## src/rtl/mips_pkg.sv

```systemverilog
// Shared encodings for the multicycle MIPS controller: FSM states, opcode and
// funct fields, ALU operation codes and datapath mux selects.
package mips_pkg;

    typedef enum logic [3:0] {
        FETCH  = 4'd0,
        DECODE = 4'd1,
        MEMADR = 4'd2,
        MEMRD  = 4'd3,
        MEMWB  = 4'd4,
        MEMWR  = 4'd5,
        REXEC  = 4'd6,
        RWB    = 4'd7,
        IEXEC  = 4'd8,
        IWB    = 4'd9,
        BEQ    = 4'd10,
        JMP    = 4'd11,
        JAL    = 4'd12,
        JR     = 4'd13
    } state_t;

    // Opcodes
    localparam logic [5:0] OP_RTYPE = 6'd0;
    localparam logic [5:0] OP_J     = 6'd2;
    localparam logic [5:0] OP_JAL   = 6'd3;
    localparam logic [5:0] OP_BEQ   = 6'd4;
    localparam logic [5:0] OP_ADDI  = 6'd8;
    localparam logic [5:0] OP_ORI   = 6'd13;
    localparam logic [5:0] OP_LW    = 6'd35;
    localparam logic [5:0] OP_SW    = 6'd43;

    // R-type funct codes
    localparam logic [5:0] FN_SLL = 6'd0;
    localparam logic [5:0] FN_JR  = 6'd8;
    localparam logic [5:0] FN_ADD = 6'd32;
    localparam logic [5:0] FN_SUB = 6'd34;
    localparam logic [5:0] FN_AND = 6'd36;
    localparam logic [5:0] FN_OR  = 6'd37;
    localparam logic [5:0] FN_SLT = 6'd42;

    // ALU operation codes
    localparam logic [3:0] ALU_AND = 4'b0000;
    localparam logic [3:0] ALU_OR  = 4'b0001;
    localparam logic [3:0] ALU_ADD = 4'b0010;
    localparam logic [3:0] ALU_SUB = 4'b0110;
    localparam logic [3:0] ALU_SLT = 4'b0111;
    localparam logic [3:0] ALU_SLL = 4'b1110;

    // Register-file destination select
    localparam logic [1:0] REGDST_RT = 2'b00;
    localparam logic [1:0] REGDST_RD = 2'b01;
    localparam logic [1:0] REGDST_RA = 2'b10;

    // Register-file write-data select
    localparam logic [1:0] M2R_ALUOUT = 2'b00;
    localparam logic [1:0] M2R_MDR    = 2'b01;
    localparam logic [1:0] M2R_PC     = 2'b10;
    localparam logic [1:0] M2R_SHIFT  = 2'b11;

    // ALU operand selects
    localparam logic       SRCA_PC    = 1'b0;
    localparam logic       SRCA_RS    = 1'b1;
    localparam logic [1:0] SRCB_RT    = 2'b00;
    localparam logic [1:0] SRCB_FOUR  = 2'b01;
    localparam logic [1:0] SRCB_IMM   = 2'b10;
    localparam logic [1:0] SRCB_IMMSH = 2'b11;

    // Next-PC select
    localparam logic [1:0] PCSRC_ALU    = 2'b00;
    localparam logic [1:0] PCSRC_ALUOUT = 2'b01;
    localparam logic [1:0] PCSRC_JUMP   = 2'b10;
    localparam logic [1:0] PCSRC_RS     = 2'b11;

    // States in which an instruction completes unconditionally
    function automatic logic is_final_state(input state_t s);
        return (s == MEMWB) || (s == RWB) || (s == IWB) || (s == BEQ) ||
               (s == JMP) || (s == JAL) || (s == JR);
    endfunction

endpackage

```

## src/rtl/alu_decode.sv

```systemverilog
// R-type funct to ALU operation decode; also flags whether the funct is an
// ALU operation this controller implements.
module alu_decode
    import mips_pkg::*;
(
    input  logic [5:0] funct,
    output logic [3:0] alu_ctl,
    output logic       known
);

    // Map funct to an ALU operation; unknown functs fall back to add
    always_comb begin
        alu_ctl = ALU_ADD;
        known   = 1'b1;
        case (funct)
            FN_SLL:  alu_ctl = ALU_SLL;
            FN_ADD:  alu_ctl = ALU_ADD;
            FN_SUB:  alu_ctl = ALU_SUB;
            FN_AND:  alu_ctl = ALU_AND;
            FN_OR:   alu_ctl = ALU_OR;
            FN_SLT:  alu_ctl = ALU_SLT;
            default: known   = 1'b0;
        endcase
    end

endmodule

```

## src/rtl/mips_multicycle_ctrl.sv

```systemverilog
// Multicycle MIPS control unit: Moore FSM sequencing fetch, decode and the
// per-class execute/writeback steps, with a retired-instruction counter and
// an illegal-instruction pulse.
module mips_multicycle_ctrl
    import mips_pkg::*;
#(
    parameter int CNT_W = 32
)
(
    input  logic             clk,
    input  logic             rst_n,
    input  logic [5:0]       op,
    input  logic [5:0]       funct,
    input  logic             zero,
    input  logic             mem_ready,
    output logic             pc_write,
    output logic             pc_write_cond,
    output logic             iord,
    output logic             mem_read,
    output logic             mem_write,
    output logic             ir_write,
    output logic             reg_write,
    output logic [1:0]       reg_dst,
    output logic [1:0]       mem_to_reg,
    output logic             alu_src_a,
    output logic [1:0]       alu_src_b,
    output logic             ext_zero,
    output logic [3:0]       alu_control,
    output logic [1:0]       pc_source,
    output logic [3:0]       state,
    output logic             illegal_op,
    output logic [CNT_W-1:0] retired
);

    state_t     cur;
    state_t     decode_next;
    logic [3:0] rtype_ctl;
    logic       rtype_known;
    logic       retire;

    // The branch decision is made in the datapath by gating pc_write_cond
    // with the ALU zero flag, so the controller never consumes zero itself.
    logic unused_zero;
    assign unused_zero = zero;

    alu_decode u_alu_decode (
        .funct   (funct),
        .alu_ctl (rtype_ctl),
        .known   (rtype_known)
    );

    // Decode-time dispatch; FETCH as a result means the instruction is illegal
    function automatic state_t dispatch(input logic [5:0] o, input logic [5:0] f,
                                        input logic r_known);
        state_t s;
        s = FETCH;
        case (o)
            OP_LW, OP_SW:    s = MEMADR;
            OP_RTYPE: begin
                if (f == FN_JR)
                    s = JR;
                else if (r_known)
                    s = REXEC;
            end
            OP_ADDI, OP_ORI: s = IEXEC;
            OP_BEQ:          s = BEQ;
            OP_J:            s = JMP;
            OP_JAL:          s = JAL;
            default:         s = FETCH;
        endcase
        return s;
    endfunction

    assign decode_next = dispatch(op, funct, rtype_known);
    assign retire      = is_final_state(cur) || ((cur == MEMWR) && mem_ready);
    assign state       = cur;

    // State sequencing, retired counter and illegal-op pulse
    always_ff @(posedge clk) begin
        if (!rst_n) begin
            cur        <= FETCH;
            retired    <= '0;
            illegal_op <= 1'b0;
        end else begin
            illegal_op <= (cur == DECODE) && (decode_next == FETCH);
            if (retire)
                retired <= retired + CNT_W'(1);
            case (cur)
                FETCH:   if (mem_ready) cur <= DECODE;
                DECODE:  cur <= decode_next;
                MEMADR:  cur <= (op == OP_SW) ? MEMWR : MEMRD;
                MEMRD:   if (mem_ready) cur <= MEMWB;
                MEMWR:   if (mem_ready) cur <= FETCH;
                REXEC:   cur <= RWB;
                IEXEC:   cur <= IWB;
                default: cur <= FETCH;
            endcase
        end
    end

    // Datapath control decode from the current state
    always_comb begin
        pc_write      = 1'b0;
        pc_write_cond = 1'b0;
        iord          = 1'b0;
        mem_read      = 1'b0;
        mem_write     = 1'b0;
        ir_write      = 1'b0;
        reg_write     = 1'b0;
        reg_dst       = REGDST_RT;
        mem_to_reg    = M2R_ALUOUT;
        alu_src_a     = SRCA_PC;
        alu_src_b     = SRCB_RT;
        ext_zero      = 1'b0;
        alu_control   = ALU_AND;
        pc_source     = PCSRC_ALU;
        case (cur)
            FETCH: begin
                mem_read    = 1'b1;
                alu_src_b   = SRCB_FOUR;
                alu_control = ALU_ADD;
                if (mem_ready) begin
                    ir_write = 1'b1;
                    pc_write = 1'b1;
                end
            end
            DECODE: begin
                alu_src_b   = SRCB_IMMSH;
                alu_control = ALU_ADD;
            end
            MEMADR: begin
                alu_src_a   = SRCA_RS;
                alu_src_b   = SRCB_IMM;
                alu_control = ALU_ADD;
            end
            MEMRD: begin
                iord     = 1'b1;
                mem_read = 1'b1;
            end
            MEMWB: begin
                reg_write  = 1'b1;
                mem_to_reg = M2R_MDR;
            end
            MEMWR: begin
                iord      = 1'b1;
                mem_write = 1'b1;
            end
            REXEC: begin
                alu_src_a   = SRCA_RS;
                alu_control = rtype_ctl;
            end
            RWB: begin
                reg_write  = 1'b1;
                reg_dst    = REGDST_RD;
                mem_to_reg = (funct == FN_SLL) ? M2R_SHIFT : M2R_ALUOUT;
            end
            IEXEC: begin
                alu_src_a = SRCA_RS;
                alu_src_b = SRCB_IMM;
                if (op == OP_ORI) begin
                    alu_control = ALU_OR;
                    ext_zero    = 1'b1;
                end else begin
                    alu_control = ALU_ADD;
                end
            end
            IWB: begin
                reg_write = 1'b1;
            end
            BEQ: begin
                alu_src_a     = SRCA_RS;
                alu_control   = ALU_SUB;
                pc_write_cond = 1'b1;
                pc_source     = PCSRC_ALUOUT;
            end
            JMP: begin
                pc_write  = 1'b1;
                pc_source = PCSRC_JUMP;
            end
            JAL: begin
                pc_write   = 1'b1;
                pc_source  = PCSRC_JUMP;
                reg_write  = 1'b1;
                reg_dst    = REGDST_RA;
                mem_to_reg = M2R_PC;
            end
            JR: begin
                pc_write  = 1'b1;
                pc_source = PCSRC_RS;
            end
            default: ;
        endcase
    end

endmodule

```

## config.mk

```make
export PLATFORM = sky130hd
export DESIGN_NAME = mips_multicycle_ctrl
export DESIGN_NICKNAME = d
export VERILOG_FILES = /design/src/rtl/mips_pkg.sv /design/src/rtl/alu_decode.sv /design/src/rtl/mips_multicycle_ctrl.sv
export SDC_FILE = /design/constraint.sdc
export NUM_CORES = 1
export LEC_CHECK = 0
export CELL_PAD_IN_SITES_DETAIL_PLACEMENT = 2
export CELL_PAD_IN_SITES_GLOBAL_PLACEMENT = 2
export CORE_ASPECT_RATIO = 0.7
export CORE_UTILIZATION = 25
export DETAILED_ROUTE_END_ITERATION = 16
export PLACE_DENSITY = 0.87
export REMOVE_ABC_BUFFERS = 1
export SKIP_CTS_REPAIR_TIMING = 1
export SLEW_MARGIN = 0
export SYNTH_ARGS = -nofsm -noshare
export SYNTH_HDL_FRONTEND = slang
export SYNTH_HIERARCHICAL = 1
export SYNTH_SLANG_ARGS = --single-unit
```

## constraint.sdc

```tcl
create_clock -name clk -period 2.55 [get_ports clk]
set_clock_uncertainty 0.05 [all_clocks]
set_input_delay 0.51 -clock clk [delete_from_list [all_inputs] [get_ports clk]]
set_output_delay 0.51 -clock clk [all_outputs]
set_load 0.02 [all_outputs]
```

## Yosys cells after proc, flatten, opt, wreduce, memory -nomap -nowiden

Index checks and enable logic that the tools add are counted.

| operators by class | value |
|---|---|
| add/subtract/negate cells | 1 |
| reduce and logical (&&, ||, !) cells | 25 |
| eq/ne operators | 29 |
| multiplexer cells | 28 |

Operators by type and width:

| kind | number |
|---|---|
| == test 6 bit, second input constant | 7 |
| adder 32 x 1 -> 32 bit, second input constant | 1 |
| case mux 4 bit (7 select lines) | 1 |
| == test 4 bit, second input constant | 6 |
| case mux 4 bit (6 select lines) | 1 |
| case mux 4 bit (5 select lines) | 1 |
| == test 6 x 4 -> 1 bit, second input constant | 3 |
| case mux 2 bit (3 select lines) | 3 |
| == test 4 x 3 -> 1 bit, second input constant | 4 |
| 2-to-1 mux 4 bit | 4 |
| case mux 4 bit (4 select lines) | 1 |
| == test 6 x 2 -> 1 bit, second input constant | 2 |
| zero test 6 bit | 2 |
| OR reduction 2 bit | 6 |
| 2-to-1 mux 1 bit | 11 |
| == test 4 x 2 -> 1 bit, second input constant | 2 |
| zero test 4 bit | 2 |
| OR reduction 4 bit | 2 |
| logical OR 1 bit | 7 |
| == test 6 x 3 -> 1 bit, second input constant | 1 |
| 2-to-1 mux 3 bit | 2 |
| inequality test 2 bit, second input constant | 3 |
| OR reduction 3 bit | 2 |
| OR reduction 6 bit | 1 |
| 6 further kinds | 8 |

| storage, ports and cells | value |
|---|---|
| input bits | 16 |
| register bits after elaboration | 37 |
| logic and storage cells | 86 |
| output and inout port bits | 58 |

## Logic depth before layout (Yosys ltp)

Gate-level depths: netlist of the first run.

| depth | value |
|---|---|
| word-level depth | 8 |
| depth in mapped cells | 8 |
| mapped depth without buffers | 8 |

## Modules after synthesis

Netlist of the first run, hierarchy kept.

Modules (own cells, without submodules):

| module | cells an instance | sequential area each (sq um) | instances | area each (sq um) |
|---|---|---|---|---|
| mips_multicycle_ctrl | 313 | 740.7 | 1 | 2401.1 |
| alu_decode | 12 | 0.0 | 1 | 86.3 |

## Least setup slack after synthesis of the first run

OpenSTA, ideal clock, no wires.

| timing | value |
|---|---|
| path type | register to output |
| start point | register cur[1], in the netlist state[1] |
| end point | output port alu_src_a |
| buffers on the path | 2 |
| setup slack | 0.234 ns |
| stages on the path, launching flop included | 5 |
| arrival time | 1.756 ns |
| data required time | 1.990 ns |
| cells stage by stage | dfxtp_1 clkbuf_1 buf_1 nor2_1 a211oi_1 |

| on the way | value |
|---|---|
| longest elaborated chain between the ends | 3 |
| elaborated cells between the ends (all ways) | 6 |
| those cells by class | eq/ne: 4; mux: 1; reduce/logical: 1 |

Ends and longest elaborated chain:

| element | line | source |
|---|---|---|
| start: declaration | mips_multicycle_ctrl.sv:35 | `state_t cur;` |
| start signal: assignment | mips_multicycle_ctrl.sv:90 | `DECODE: cur <= decode_next;` |
| start signal: assignment | mips_multicycle_ctrl.sv:91 | `MEMADR: cur <= (op == OP_SW) ? MEMWR : MEMRD;` |
| == test 4 bit (tied with other cells) | mips_multicycle_ctrl.sv:117 | `case (cur)` |
| OR reduction 4 bit (no line) (*) | - |  |
| 2-to-1 mux 1 bit (*) | mips_multicycle_ctrl.sv:117 |  |
| end: declaration | mips_multicycle_ctrl.sv:25 | `output logic alu_src_a,` |

Mark *: on every way between the ends. The rest lies on a longest branch, timed or not.

## Final worst setup path of the first run

| timing | value |
|---|---|
| start point | input port funct[4] |
| end point | output port alu_control[3] |

| on the way | value |
|---|---|
| longest elaborated chain between the ends | 3 |
| elaborated cells between the ends (all ways) | 7 |
| those cells by class | eq/ne: 4; mux: 2; reduce/logical: 1 |

Ends and longest elaborated chain:

| element | line | source |
|---|---|---|
| start: declaration | mips_multicycle_ctrl.sv:13 | `input logic [5:0] funct,` |
| == test 6 bit or zero test 6 bit (tied branches) | alu_decode.sv:15 | `case (funct)` |
| case mux 4 bit (5 select lines) (*) | alu_decode.sv:15 |  |
| net rtype_ctl[3] | mips_multicycle_ctrl.sv:37 | `logic [3:0] rtype_ctl;` |
| case mux 4 bit (4 select lines) (*) | mips_multicycle_ctrl.sv:117 |  |
| end: declaration | mips_multicycle_ctrl.sv:28 | `output logic [3:0] alu_control,` |

The timed path passes the listed nets; every way through them passes the cells marked *.

==> flow_metrics.py, run 1 <==
metrics = {
    "sta": {
        "fmax_mhz": 407,
        "report.final.slew_viol_count": 0,
        "setup_viol": 0,
        "relSlewSlack": 0.551,
        "setup_ws_ps": 90.0,
        "worst_pin_slew_ps": 671,
        "min_period_ps": 2460,
        "min_period_over_period": 0.965,
        "hold_violations": 0,
    },
    "synth": {
        "synth-async-reset-ratio": 0,
        "synth_edf_count": 0,
        "synth_top_area_frac": 0.298,
        "ys_seq_area_frac": 0.298,
        "synthMuxAreaShare": 0.00855,
        "yosys.area.top_type": "dfxtp_1",
        "syn_area_per_cell_um2": 7.65,
        "synthXorXnorAreaFrac": 0.0634,
        "netlist_top_cells_area": "dfxtp_1, nor2_1, xnor2_1",
        "synth_cell_types": 56,
        "synthCells": 325,
        "synth_compound_area_frac": 0.204,
        "yosys_register_bits": 37,
        "ys.flop_type": "dfxtp_1",
        "synthSimpleGateAreaFrac": 0.380,
        "yosys_warnings": 6,
        "synthAdderAreaFrac": 0.00503,
        "synth_top_family_by_area": "simple AND/OR/NAND/NOR gates",
        "synth_area_mm2": 0.00249,
    },
    "power": {
        "power.total_uw": 1410,
        "powerDensity_mw_per_mm2": 365,
        "vdd_drop_max_mv": 0.230,
        "p_leak_uw": 0.00146,
    },
    "detailed_routing": {
        "routed_via_density": 5.29,
        "drc": 0,
        "drtAntennaViolNets": 0,
        "drt_iter0_drc": 84,
        "vias": 2946,
        "wl_per_cell_um": 18.4,
        "dr.pass1.iters": 4,
        "routed_wl_um": 10200,
    },
    "clocking": {
        "cts_tree": "yes",
        "root_buffer": "clkbuf_16",
        "htreeDepth": 2,
        "clock-sinks": 37,
        "clk_latency_ps": 280,
        "clk_pin_slew_ps": 70,
        "cts_buffers": 5,
        "clockBufferDepth": 2,
    },
    "finish": {
        "fin_util": 0.398,
        "layout_commonest_cell": "clkdlybuf4s50_1",
        "fin_area_mm2": 0.00386,
        "multi_input_area_mm2": 0.00172,
        "final_cell_mix": "clkdlybuf4s50_1, buf_4, nor2_1, dfxtp_1, nand2_1",
        "seqCellArea_um2": 748,
        "final_cells": 557,
        "area_delta_synth_final_pct": 55.0,
        "diodes": 0,
        "layout-drive-gt1-share": 0.198,
        "fillers": 1109,
        "num-nets-final": 445,
    },
    "grt": {
        "grt_pass1_wl_um": 15900,
        "antenna_found_initial": 0,
        "grt-ovfl-total": 0,
        "grt_max_degree": 22,
        "grt_pass1_vias": 3047,
        "track_usage": 0.193,
    },
    "placement": {
        "gp_routability_congestion": 0.739,
        "portBuffers": 72,
        "dp_slack_ps": -546,
        "placed_area_mm2": 0.00360,
        "dpl.hpwl_um": 7650,
        "post-place-cells": 548,
    },
    "critical_path": {
        "worstSetupPathType": "input port to output port",
        "cp.required_ps": 1990,
        "startpoint_type": "input port",
        "cp_max_fo": 3,
        "cp-end-kind": "output port",
        "cp.arrival_ps": 1900,
    },
    "floorplanning": {
        "initial_core_util": 0.257,
        "die_h_um": 85.5,
        "die_area_mm2": 0.0104,
        "core-area_mm2": 0.00968,
        "ios": 74,
        "num_rows": 30,
        "die_width_um": 121,
    },
    "outcome": {
        "outcome": "complete, no violations",
    },
    "hold_path": {
        "hold_path_class": "register to register",
    },
    "job": {
        "max_cap_viol_count": 0,
    },
}
final cells by class:
class	instances	area share
Clock inverter	3	0.00584
Timing Repair Buffer	113	0.273
Tap cell	128	0.0415
Clock buffer	5	0.0324
Sequential cell	37	0.194
Multi-Input combinational cell	262	0.445
Inverter	9	0.00876
where the power goes:
part	internal, µW	switching (µW)	total, µW	leakage [µW]
sequential	578	2.32	581	0.000300
clock	362	263	626	0.0000621
combinational	90.2	111	201	0.00110
sequential cells by signal (all words and copies together) (netlist names):
signal,flops
retired,32
state,4
illegal_op,1
worst paths after layout:
kind	end	from	cells after the start	slack, ps
worst max-delay path	alu_control[3]	funct[4]	6	90
worst min register to register	retired[31]	retired[31]	2	460
worst min-delay path	retired[31]	retired[31]	2	460
worst max register to register	retired[28]	retired[3]	6	230
per-stage QoR:
step | TNS, ps | hold WS [ps]
6_report | 0 | 456
5_1_grt | -35.9 | 476
4_1_cts | -4880 | 464
3_5_place_dp | -3990 | 457
3_3_place_gp | -2680 | 427
2_1_floorplan | 0 | 509
Yosys cell counts, drive strengths merged, types with 3 or more instances:
| master | number |
|---|---|
| nor3 | 7 |
| o311ai | 8 |
| and4 | 4 |
| a31oi | 3 |
| nor4 | 10 |
| a21oi | 19 |
| nand2 | 28 |
| nand3 | 15 |
| nand2b | 17 |
| inv | 9 |
| nor2b | 9 |
| o21ai | 9 |
| clkbuf | 11 |
| nor3b | 4 |
| nor4b | 4 |
| or3 | 7 |
| dfxtp | 37 |
| or4 | 6 |
| buf | 6 |
| xnor2 | 15 |
| o41ai | 9 |
| nor2 | 40 |
| nand4 | 7 |
| xor2 | 3 |
| or2 | 3 |
| o211ai | 5 |
| and3 | 3 |
| o31ai | 6 |
critical path, cell delays in order:
cell	delay [ps]
clkdlybuf4s50_1	450
or3_4	410
nor2b_1	200
nand2_1	70
nor2_1	90
clkbuf_2	170
routing by layer:
layer / global-route usage / wire, µm
met4: 0.0281 / 44
met1: 0.263 / 4940
met2: 0.325 / 5000
met5: 0 / 0
met3: 0.0316 / 243
kinds of logic (layout without fill, tap and decap cells):
kind of cell             after synthesis  after routing
AND/OR/NAND/NOR                      170            170
multiplexers                           2              2
flip-flops                            37             37
XOR/XNOR                              18             18
adder cells (fa/ha/maj)                1              1
AO/OA/AOI/OAI                         71             71
buffers and inverters                 26            130
(Power assumes the default switching activity.)
==> run 2: changes to the inputs <==
- clock period: 2.55 -> 2.5 ns (I/O delays scaled with it)
==> run 2 against run 1 <==
Global-route usage down 0.26 points. Via count up 0.17%. Sequential share of layout area down 0.54 points. Clock power up 19%. First-iteration DRC count up 39%. Clock-buffer cell count unchanged. Highest routed layer unchanged.
==> flow_metrics.py, run 2 (synthesis results as in run 1) <==
metrics = {
    "outcome": {
        "outcome": "complete, no violations",
    },
    "power": {
        "swShare": 0.250,
        "seqPwrFrac": 0.384,
        "vdd_drop_max_mv": 0.254,
        "combinationalPowerShare": 0.136,
        "p_switching_uw": 387,
        "p_leak_uw": 0.00156,
        "internal-power_uw": 1160,
        "p_clk_frac": 0.480,
        "powerDensity_mw_per_mm2": 391,
    },
    "clocking": {
        "clockBufferDepth": 2,
        "root_buffer": "clkbuf_16",
        "clock-sinks": 37,
        "clk_pin_slew_ps": 60,
        "cts_tree": "yes",
        "cts_buffers": 5,
        "htreeDepth": 2,
        "clk_latency_ps": 290,
    },
    "critical_path": {
        "worst-r2r-cell-count": 5,
        "crit_path_max_incr_delay_ps": 450,
        "r2r-end": "retired[27]",
        "cp-end-kind": "output port",
        "cp.required_ps": 1950,
        "r2r-start": "retired[3]",
        "crit_buf_inv": 2,
        "r2r_setup_slack_ps": 210,
        "worstSetupPathType": "input port to output port",
        "cp_max_fo": 3,
        "critPathTopFamily": "simple AND/OR/NAND/NOR gates",
        "startpoint_type": "input port",
        "crit_chain": "clkdlybuf4s50_1 > or3_4 > nor2b_2 > nand2_1 > nor2_1 > dlymetal6s2s_1",
        "cp_slowest_cell": "clkdlybuf4s50_1",
        "cp.arrival_ps": 1910,
    },
    "detailed_routing": {
        "drt_iter0_drc": 117,
        "drtAntennaViolNets": 0,
        "drc": 0,
        "routed_via_density": 5.25,
        "vias": 2951,
        "routed_wl_um": 10200,
        "dr.pass1.iters": 5,
        "wl_per_cell_um": 18.1,
    },
    "finish": {
        "fillers": 1077,
        "fin_area_mm2": 0.00395,
        "multi_input_area_mm2": 0.00174,
        "final_cells": 562,
        "seqCellArea_um2": 746,
        "final_cell_mix": "clkdlybuf4s50_1, buf_4, nor2_1, dfxtp_1, nand2_1",
        "diodes": 0,
        "top_register": "retired",
        "area_delta_synth_final_pct": 58.9,
        "layout-drive-gt1-share": 0.207,
        "num-nets-final": 450,
        "largest_reg_flops": 32,
    },
    "hold_path": {
        "min_to": "retired[31]",
        "hold_depth": 2,
        "hold_path_class": "register to register",
        "min-delay-start": "retired[31]",
    },
    "floorplanning": {
        "die_width_um": 121,
        "die_area_mm2": 0.0104,
        "num_rows": 30,
        "ios": 74,
        "initial_core_util": 0.257,
        "die_h_um": 85.5,
        "core-area_mm2": 0.00968,
    },
    "sta": {
        "fmax_mhz": 406,
        "relSlewSlack": 0.548,
        "setup_ws_ps": 39.0,
        "min_period_over_period": 0.984,
        "min_period_ps": 2460,
        "worst_pin_slew_ps": 675,
        "hold_violations": 0,
        "report.final.slew_viol_count": 0,
        "setup_viol": 0,
    },
    "grt": {
        "met3_usage": 0.0316,
        "gr-max-usage-layer": "met2",
        "grt_pass1_vias": 2987,
        "met1_usage": 0.276,
        "grt-ovfl-total": 0,
        "grt_pass1_wl_um": 15700,
        "antenna_found_initial": 0,
        "grt_max_degree": 23,
        "track_usage": 0.190,
        "use_met2": 0.301,
    },
    "placement": {
        "post-place-cells": 553,
        "dp_slack_ps": -590,
        "gp_routability_congestion": 0.809,
        "dpl.hpwl_um": 7450,
        "placed_area_mm2": 0.00364,
        "portBuffers": 72,
    },
    "job": {
        "max_cap_viol_count": 0,
    },
}
## run 2: final cells by class
cell class | instances | area share
Timing Repair Buffer | 118 | 0.279
Multi-Input combinational cell | 262 | 0.440
Tap cell | 128 | 0.0405
Clock inverter | 3 | 0.0117
Clock buffer | 5 | 0.0317
Sequential cell | 37 | 0.189
Inverter | 9 | 0.00855
## run 2: power groups by stage
stage / combinational, µW / clock (µW) / sequential, µW
2_1_floorplan: 69.7 / 0 / 616
3_3_place_gp: 188 / 0 / 607
3_5_place_dp: 197 / 0 / 608
4_1_cts: 198 / 764 / 594
5_1_grt: 224 / 793 / 594
6_report: 210 / 742 / 594
## run 2: how the worst max path moves through the flow
stage / slack, ps / cells past startpoint / start / to
3_5_place_dp: -590 / 9 / op[1] / alu_control[1]
5_1_grt: -40 / 7 / funct[4] / mem_to_reg[1]
2_1_floorplan: 70 / 5 / state[1] / retired[28]
4_1_cts: -630 / 9 / op[3] / alu_control[1]
3_3_place_gp: -440 / 8 / op[3] / alu_control[0]
6_report: 40 / 6 / funct[4] / alu_control[3]
## run 2: worst reg2reg max path: stages, from the launching register on
cell and delay (ps):
dfxtp_1 430, and4_1 290, nand2_1 210, or4_4 700, or3_1 400, a21oi_1 140
## run 2: metrics by stage
stage / total power [µW] / TNS (ps) / hold slack, ps / util
after floorplan: 686 / 0 / 509 / -
after global placement: 795 / -3010 / 424 / 0.376
after detailed placement: 805 / -4510 / 445 / 0.376
after CTS: 1560 / -4640 / 454 / 0.393
after global routing: 1610 / -84.9 / 487 / 0.408
final: 1540 / 0 / 446 / 0.408
## run 2: routing by layer
layer | routed length [µm] | vias up | share of wire
li1 | - | 1420 | -
met1 | 5000 | 1466 | 0.49
met2 | 4730 | 56 | 0.47
met3 | 330 | 9 | 0.033
met4 | 89 | 0 | 0.0088
met5 | 0 | - | 0
